### config.mk
export PLATFORM = sky130hd
export DESIGN_NAME = password_vault
export DESIGN_NICKNAME = d
export VERILOG_FILES = /design/src/rtl/password_pkg.sv /design/src/rtl/password_vault_lockout_timer.sv /design/src/rtl/password_vault.sv
export SDC_FILE = /design/constraint.sdc
export NUM_CORES = 1
export LEC_CHECK = 0
export ABC_AREA = 1
export CAP_MARGIN = 15
export CORE_MARGIN = 2
export CORE_UTILIZATION = 39
export DETAILED_ROUTE_END_ITERATION = 16
export DONT_BUFFER_PORTS = 1
export SYNTH_ARGS = -nofsm -noshare
export SYNTH_HDL_FRONTEND = slang
export SYNTH_SLANG_ARGS = --single-unit
export TNS_END_PERCENT = 20
### constraint.sdc
create_clock -name CLK -period 1.4 [get_ports CLK]
set_input_delay 0.07 -clock CLK [delete_from_list [all_inputs] [get_ports CLK]]
set_output_delay 0.07 -clock CLK [all_outputs]
set_load 0.05 [all_outputs]
### src/rtl/password_pkg.sv
// Shared types for the password vault.
//   state_e : session FSM states
//   mode_e  : session mode selected with start (mode input)
package password_pkg;

  typedef enum logic [1:0] {
    IDLE,
    ENTER,
    RESULT,
    LOCKOUT
  } state_e;

  typedef enum logic {
    MODE_VERIFY = 1'b0,
    MODE_SET    = 1'b1
  } mode_e;

endpackage

### src/rtl/password_vault_lockout_timer.sv
// lockout_timer: down-counter that holds the vault in lockout.
//   CLK, RST : clock, asynchronous active-high reset
//   load     : (re)start the lockout period
//   en       : count down one step (while in lockout)
//   expired  : high in the final cycle of the period
// Loading LOCK_CYCLES-1 and expiring at zero gives exactly LOCK_CYCLES
// cycles between the load edge and the exit edge.
module lockout_timer #(
  parameter int unsigned LOCK_CYCLES = 8
) (
  input  logic CLK,
  input  logic RST,
  input  logic load,
  input  logic en,
  output logic expired
);

  localparam int unsigned CW = (LOCK_CYCLES > 1) ? $clog2(LOCK_CYCLES) : 1;

  logic [CW-1:0] count;

  always_ff @(posedge CLK or posedge RST) begin
    if (RST) begin
      count <= '0;
    end else if (load) begin
      count <= CW'(LOCK_CYCLES - 1);
    end else if (en && count != '0) begin
      count <= count - CW'(1);
    end
  end

  assign expired = (count == '0);

endmodule

### src/rtl/password_vault.sv
// password_vault: DEPTH-digit password store with serial SET / VERIFY
// sessions, consecutive-failure counting and a timed lockout.
//   CLK, RST    : clock, asynchronous active-high reset
//   start, mode : begin a session in IDLE (mode 1=SET, 0=VERIFY)
//   digitValid, digitIn : serial digit entry
//   cancel      : abort the session in progress
//   busy, done, match, locked : status; match valid while done=1
//   failCount   : consecutive failed verifies
//   digitIndex  : digits accepted so far this session
// Optional build macro: SET_REQUIRES_AUTH_EN -- SET sessions are refused
// (done with match=0) unless the previous VERIFY passed.
module password_vault
  import password_pkg::*;
#(
  parameter int unsigned DIGIT_W     = 4,
  parameter int unsigned DEPTH       = 4,
  parameter int unsigned MAX_FAILS   = 3,
  parameter int unsigned LOCK_CYCLES = 8
) (
  input  logic                           CLK,
  input  logic                           RST,
  input  logic                           start,
  input  logic                           mode,
  input  logic                           digitValid,
  input  logic [DIGIT_W-1:0]             digitIn,
  input  logic                           cancel,
  output logic                           busy,
  output logic                           done,
  output logic                           match,
  output logic                           locked,
  output logic [$clog2(MAX_FAILS+1)-1:0] failCount,
  output logic [$clog2(DEPTH+1)-1:0]     digitIndex
);

  localparam int unsigned FW = $clog2(MAX_FAILS + 1);
  localparam int unsigned IW = $clog2(DEPTH + 1);
  localparam int unsigned AW = (DEPTH > 1) ? $clog2(DEPTH) : 1;

  state_e             state, state_n;
  mode_e              mode_q;
  logic               mismatch;
  logic [DIGIT_W-1:0] stored [DEPTH];
  logic [DIGIT_W-1:0] shadow [DEPTH];
  logic [AW-1:0]      idx;
  logic               last;
  logic               set_denied;
  logic [FW-1:0]      fail_n;
  logic               timer_load;
  logic               timer_expired;

  assign idx  = digitIndex[AW-1:0];
  assign last = (digitIndex == IW'(DEPTH - 1));

`ifdef SET_REQUIRES_AUTH_EN
  logic auth;
  assign set_denied = (mode_e'(mode) == MODE_SET) && !auth;
`else
  assign set_denied = 1'b0;
`endif

  // failCount as it will be after the RESULT cycle; SET leaves it alone.
  always_comb begin
    fail_n = failCount;
    if (mode_q == MODE_VERIFY) begin
      if (!mismatch)
        fail_n = '0;
      else if (failCount != FW'(MAX_FAILS))
        fail_n = failCount + FW'(1);
    end
  end

  always_ff @(posedge CLK or posedge RST) begin
    if (RST) state <= IDLE;
    else     state <= state_n;
  end

  always_comb begin
    state_n = state;
    case (state)
      IDLE:    if (start) state_n = set_denied ? RESULT : ENTER;
      ENTER: begin
        if (cancel)                  state_n = IDLE;
        else if (digitValid && last) state_n = RESULT;
      end
      RESULT:  state_n = (fail_n == FW'(MAX_FAILS)) ? LOCKOUT : IDLE;
      LOCKOUT: if (timer_expired) state_n = IDLE;
      default: state_n = IDLE;
    endcase
  end

  // A refused SET is flagged through mismatch so that match=0 and the
  // commit in RESULT is suppressed without a separate result register.
  always_ff @(posedge CLK or posedge RST) begin
    if (RST) begin
      mode_q     <= MODE_VERIFY;
      mismatch   <= 1'b0;
      digitIndex <= '0;
      failCount  <= '0;
      stored     <= '{default: '0};
      shadow     <= '{default: '0};
    end else begin
      case (state)
        IDLE: begin
          if (start) begin
            mode_q     <= mode_e'(mode);
            digitIndex <= '0;
            mismatch   <= set_denied;
          end
        end
        ENTER: begin
          if (cancel) begin
            digitIndex <= '0;
          end else if (digitValid) begin
            if (mode_q == MODE_SET)
              shadow[idx] <= digitIn;
            else if (digitIn != stored[idx])
              mismatch <= 1'b1;
            digitIndex <= last ? '0 : digitIndex + IW'(1);
          end
        end
        RESULT: begin
          failCount <= fail_n;
          if (mode_q == MODE_SET && !mismatch)
            stored <= shadow;
        end
        LOCKOUT: begin
          if (timer_expired) failCount <= '0;
        end
        default: ;
      endcase
    end
  end

`ifdef SET_REQUIRES_AUTH_EN
  always_ff @(posedge CLK or posedge RST) begin
    if (RST) begin
      auth <= 1'b0;
    end else if (state == ENTER && cancel) begin
      auth <= 1'b0;
    end else if (state == RESULT) begin
      auth <= (mode_q == MODE_VERIFY) && !mismatch;
    end
  end
`endif

  assign timer_load = (state == RESULT) && (state_n == LOCKOUT);

  lockout_timer #(
    .LOCK_CYCLES(LOCK_CYCLES)
  ) u_timer (
    .CLK     (CLK),
    .RST     (RST),
    .load    (timer_load),
    .en      (state == LOCKOUT),
    .expired (timer_expired)
  );

  assign busy   = (state != IDLE);
  assign done   = (state == RESULT);
  assign match  = (state == RESULT) && !mismatch;
  assign locked = (state == LOCKOUT);

endmodule

# --- Yosys cells after proc, flatten, opt, wreduce, memory -nomap -nowiden ---
# Index checks and enable logic that the tools add are counted.
word_totals:
  register_bits: 44
  latchBits: 0
  mem_bits_rw: 0
  rom_bits: 0
  out_inout_bits: 9
  word_cells: 86
  n_memories: 0
op_classes:
  addsub: 3
  mul: 0
  n_div: 0
  n_lt_le_gt_ge: 2
  n_eq_ne: 15
  shifts: 0
  muxes: 30
  bitwise: 2
  n_reduce_logical: 20
op_table:
  columns: ["operator", "count"]
  rows:
  - ["$mux W2", 9]
  - ["$mux W3", 6]
  - ["$bwmux W16", 1]
  - ["$ne A2 B2 Y1 const B", 7]
  - ["$mux W4", 3]
  - ["$bmux W4 S2", 1]
  - ["$demux W4 S2", 1]
  - ["$eq A2 B2 Y1 const B", 4]
  - ["$pmux W2 S4", 1]
  - ["$reduce_bool A2 Y1", 4]
  - ["$logic_and A1 B1 Y1", 6]
  - ["$pmux W3 S2", 1]
  - ["$reduce_and A2 Y1", 3]
  - ["$reduce_and A6 Y1", 1]
  - ["$mux W1", 5]
  - ["$ne A4 B4 Y1", 1]
  - ["$pmux W2 S2", 1]
  - ["$reduce_and A4 Y1", 1]
  - ["$add A3 B1 Y3 const B", 1]
  - ["$eq A3 B2 Y1 const B", 1]
  - ["$ge A3 B3 Y1 const B", 1]
  - ["$logic_not A3 Y1", 1]
  - ["$lt A3 B1 Y1 const B", 1]
  - ["$ne A3 B3 Y1 const B", 1]
  - ["other kinds (10)", 10]

# --- Longest topological paths before layout ---
depth:
  ltp_word: 10
  mapped_depth: 12
  ltp_nobuf: 10

# --- Hierarchy ---
# A second synthesis with hierarchy kept.
hier_totals:
  hier_cells: 226
  hier_area_um2: 2138.3
modules_own_cells:
  columns: ["module", "n_inst", "cells_per_inst", "area_per_inst_um2", "seq_area_each_um2"]
  rows:
  - ["password_vault", 1, 203, 1960.6, 1026.0]
  - ["lockout_timer", 1, 23, 177.7, 75.1]

# --- Least setup slack after synthesis ---
# Ideal clock, no wire load.
synth_path:
  kind: "register -> register"
  from: "register state[0]"
  to: "register stored[0] in the netlist's numbering"
  arrival_time_ns: 1.659
  slack_ns: -0.383
  stages_incl_launch_ff: 7
  path_buffers: 1
  path_cell_list: "dfrtp_1 > inv_2 > nand2_2 > nor2_2 > nand2_2 > buf_6 > mux2_2"
synth_via:
  elab_chain_cells: 2
synth_lines:
  columns: ["item", "line_no", "text"]
  rows:
  - ["start: declaration", "password_vault.sv:39", "state_e state, state_n;"]
  - ["start signal: assignment", "password_vault.sv:74", "else state <= state_n;"]
  - ["$eq A2 B2 Y1", "password_vault.sv:102", "case (state)"]
  - ["$reduce_and A2 Y1 (no line)", null, null]
  - ["end signal: assignment", "password_vault.sv:124", "stored <= shadow;"]
  - ["end: declaration", "password_vault.sv:42", "logic [DIGIT_W-1:0] stored [DEPTH];"]
# No other way between the ends.
# A chain may end at the register's enable or synchronous reset.

# --- Worst setup path after layout ---
layout_path:
  from: "register mode_q"
  to: "register u_timer.count[1]"
layout_via:
  elab_chain_cells: 7
layout_lines:
  columns: ["item", "line_no", "text"]
  rows:
  - ["start: declaration", "password_vault.sv:40", "mode_e mode_q;"]
  - ["start signal: assignment", "password_vault.sv:105", "mode_q <= mode_e'(mode);"]
  - ["$mux W2 *", "password_vault.sv:64", "if (mode_q == MODE_VERIFY) begin"]
  - ["$eq A2 B2 Y1 *", "password_vault.sv:85", "RESULT: state_n = (fail_n == FW'(MAX_FAILS)) ? LOCKOUT : IDLE;"]
  - ["$mux W2 *", "password_vault.sv:85", null]
  - ["$pmux W2 S4 *", "password_vault.sv:79", "case (state)"]
  - ["$eq A2 B2 Y1 *", "password_vault.sv:146", "assign timer_load = (state == RESULT) && (state_n == LOCKOUT);"]
  - ["$logic_and A1 B1 Y1 *", "password_vault.sv:146", null]
  - ["$mux W3 or $reduce_bool A2 Y1 (tied branches)", null, null]
  - ["end signal: assignment", "password_vault_lockout_timer.sv:26", "count <= CW'(LOCK_CYCLES - 1);"]
  - ["end signal: assignment", "password_vault_lockout_timer.sv:28", "count <= count - CW'(1);"]
  - ["end: declaration", "password_vault_lockout_timer.sv:20", "logic [CW-1:0] count;"]
# Every way passes the cells marked *; elsewhere a longest branch is shown, timed or not.

==> metrics.md <==
| Metric | Value |
|---|---|
| Outcome | complete, no violations |
| # DRC | 0 |
| IO Pins | 19 |
| Largest net degree at the start of global routing | 25 |
| Commonest cells after routing, fill and taps aside | nand2_1 (54), dfrtp_1 (42), buf_4 (21) |
| CTS H-Tree Depth | 2 |
| Root buf cell | clkbuf_8 |
| Core area | 5070 µm² |
| Final Util | 52.1% |
| ANT nets after route | 0 |
| Antenna violations before repair | 0 |
| Nets | 271 |
| Critical Path AT | 1530 ps |
| Clock skew | 6.78 ps |
| Synth-to-Final Area Change | 28.9% |
| Vias per cell | 4.82 |
| Minimum clock period | 1360 ps |
| Seq cells post-synth | 44 |
| Tcrit/Tclk final | 96.8% |
| PwrDens | 1210 nW/µm² |
| FP Rows | 26 |
| Synthesized area | 2050 µm² |
| Routed len/inst | 14.1 µm |
| Placer Congestion | 0.786 |
| Non-filler instance count after layout | 326 |
| Reg power frac | 47.5% |
| CTS Sinks | 44 |
| Final hold viol count | 0 |
| CP Launch Type | register |
| Initial Util | 40.4% |
| Total grt overflow | 0 |
| Worst slew pin tran | 553 ps |
| Post-synthesis area per instance | 9.36 µm² |
| Antenna Cells | 0 |
| Worst-path clk slew | 90 ps |
| Power Internal | 0.00224 W |
| Width of the die | 76.5 µm |
| Leakage | 1.30 nW |
| Number of I/O port buffers | 0 |
| Die height | 76.5 µm |
| Num CTS Buffers | 5 |
| Pre-CTS worst setup slack | -114 ps |
| Detail Placement HPWL | 3.19 mm |
| Via count | 1572 |
| Leading area contributor after synthesis | dfrtp_1 |
| GRT Overall Usage | 16.1% |
| First-pass GRT wire length | 7.47 mm |
| Final setup margin | 44.1 ps |
| Max Buffers Root-to-Sink | 2 |
| RSZ-0062 raised after global routing | yes |
| Vias in the first global route | 1547 |
| Synth top area share | 53.7% |
| Seq/Total Area, Yosys | 53.7% |
| Synth Warn # | 0 |
| Synth top area cells | dfrtp_1 (54%), nand2_1 (11%), mux2_2 (8.8%) |
| Critical Path Fanout Max | 4 |
| Worst Hold Class | in -> reg |
| Combinational power share | 21.3% |
| Req. time, crit path | 1570 ps |
| Drt total wl | 4.58 mm |
| Psw | 0.000953 W |
| CTS tree | built |
| Worst setup EP type | register |
| Most common cell after layout, fill and taps aside | nand2_1 |
| Inst Count DP | 306 |
| Net Sw Frac | 29.9% |
| Worst skew pair latency | 290 ps |
| Clk pwr share | 31.1% |
| Die Area | 5850 µm² |
| Mapped Cells | 219 |
| Maxcap violations | 0 |
| Layout cells sized above 1 | 32.0% |
| Max Freq | 0.738 GHz |
| TritonRoute pass-1 iters | 4 |
| Setup CP Type | reg -> reg |
| Fin. max-slew vios | 0 |
| Starting DRC count in detailed routing | 42 |
| Yosys cell types | 22 |
| Slew HR | 62.9% |
| Worst IR Drop VDD | 0.719 mV |
| Syn nets | 235 |
| # setup viols final | 0 |
-- timing repair --
item,4_1_cts,5_1_grt
gates resized for setup,17,33
gates cloned,0,2
pin swaps,2,11
buffers inserted,2,4
endpoints found under the hold margin,39,0
endpoints found under the setup margin,21,40
hold buffers,4,0
-- critical path, cell delays in order (launching register included) --
cell	delay, ps
dfrtp_1	410
buf_4	150
o21ai_2	130
o211ai_1	130
nor2_2	210
nor2_4	60
nand2_1	60
o211ai_1	80
-- logic make-up after synthesis --
family                     share of synthesized area [%]
AOI/OAI and AO/OA                                   8.73
muxes                                               8.79
DFF                                                 53.7
and+or+nand+nor                                     19.5
adders and majority gates                           3.66
buffers and inverters                               5.67
-- metal layers --
layer,vias to the layer above,GRT usage (%),part of all wire [%]
met4,0,4.36,0.48
li1,790,-,-
met3,2,3.67,2.8
met5,-,0,0
met2,22,28.5,52
met1,758,19.8,45
-- cell usage after synthesis --
cell type and instances:
nand2_2 2, a21oi_1 2, inv_2 1, o21ai_0 23, nor2_1 14, nand2_1 60
buf_6 1, dfrtp_1 44, nor2_2 1, nor4_1 1, inv_1 23, ha_1 6
nor3_1 2, nor4_4 1, mux2_2 16, nand3_1 13, buf_4 2, o221ai_1 1
o211ai_1 3, a21boi_0 1, o22ai_1 1, o2111ai_1 1
-- registers in the layout (all words and copies together) (netlist names) --
signal / flops
shadow: 16
stored: 16
digitIndex: 3
u_timer.count: 3
failCount: 2
state: 2
mismatch: 1
mode_q: 1
-- through the flow --
step                power (W)  hold WS [ps]  instance area (µm²)  TNS (ps)
floorplan             0.00189           191                 2060     -2550
global placement      0.00207         -34.7                 2290     -1520
detailed placement    0.00208         -33.8                 2290     -1460
CTS                   0.00314          48.5                 2520      -115
global route          0.00335          46.0                 2640      -388
finish                0.00319          28.2                 2640         0
-- power by group through the flow --
stage	clock (W)	combinational, W	sequential, W
after floorplan	0	0.000324	0.00156
after global placement	0	0.000540	0.00153
after detailed placement	0	0.000552	0.00153
after CTS	0.00102	0.000606	0.00151
after global routing	0.00106	0.000756	0.00154
final	0.000993	0.000681	0.00152
-- worst paths after layout --
| kind | startpoint | end | slack, ps | depth (start not counted) |
|---|---|---|---|---|
| max in group asynchronous | RST | shadow[3]$_DFFE_PP0P_ | 720 | 3 |
| hold / removal | digitIn[1] | shadow[13]$_DFFE_PP0P_ | 30 | 2 |
| min in group asynchronous | RST | failCount[0]$_DFFE_PP0P_ | 200 | 2 |
| hold reg to reg | shadow[5]$_DFFE_PP0P_ | shadow[5]$_DFFE_PP0P_ | 490 | 2 |
| setup reg to reg | mode_q$_DFFE_PP0P_ | u_timer.count[1]$_DFFE_PP0P_ | 40 | 7 |
| setup / recovery | mode_q$_DFFE_PP0P_ | u_timer.count[1]$_DFFE_PP0P_ | 40 | 7 |
-- layout make-up --
class | instances | area (µm²)
clock buffer | 5 | 68.8
inverter | 24 | 93.8
sequential | 44 | 1100
multi-input combinational | 148 | 962
fill | 477 | 2430
tap | 70 | 87.6
clock inverter | 3 | 46.3
timing repair inverter | 1 | 7.51
timing repair buffer | 31 | 274
Power figures use the tool's default switching activity.
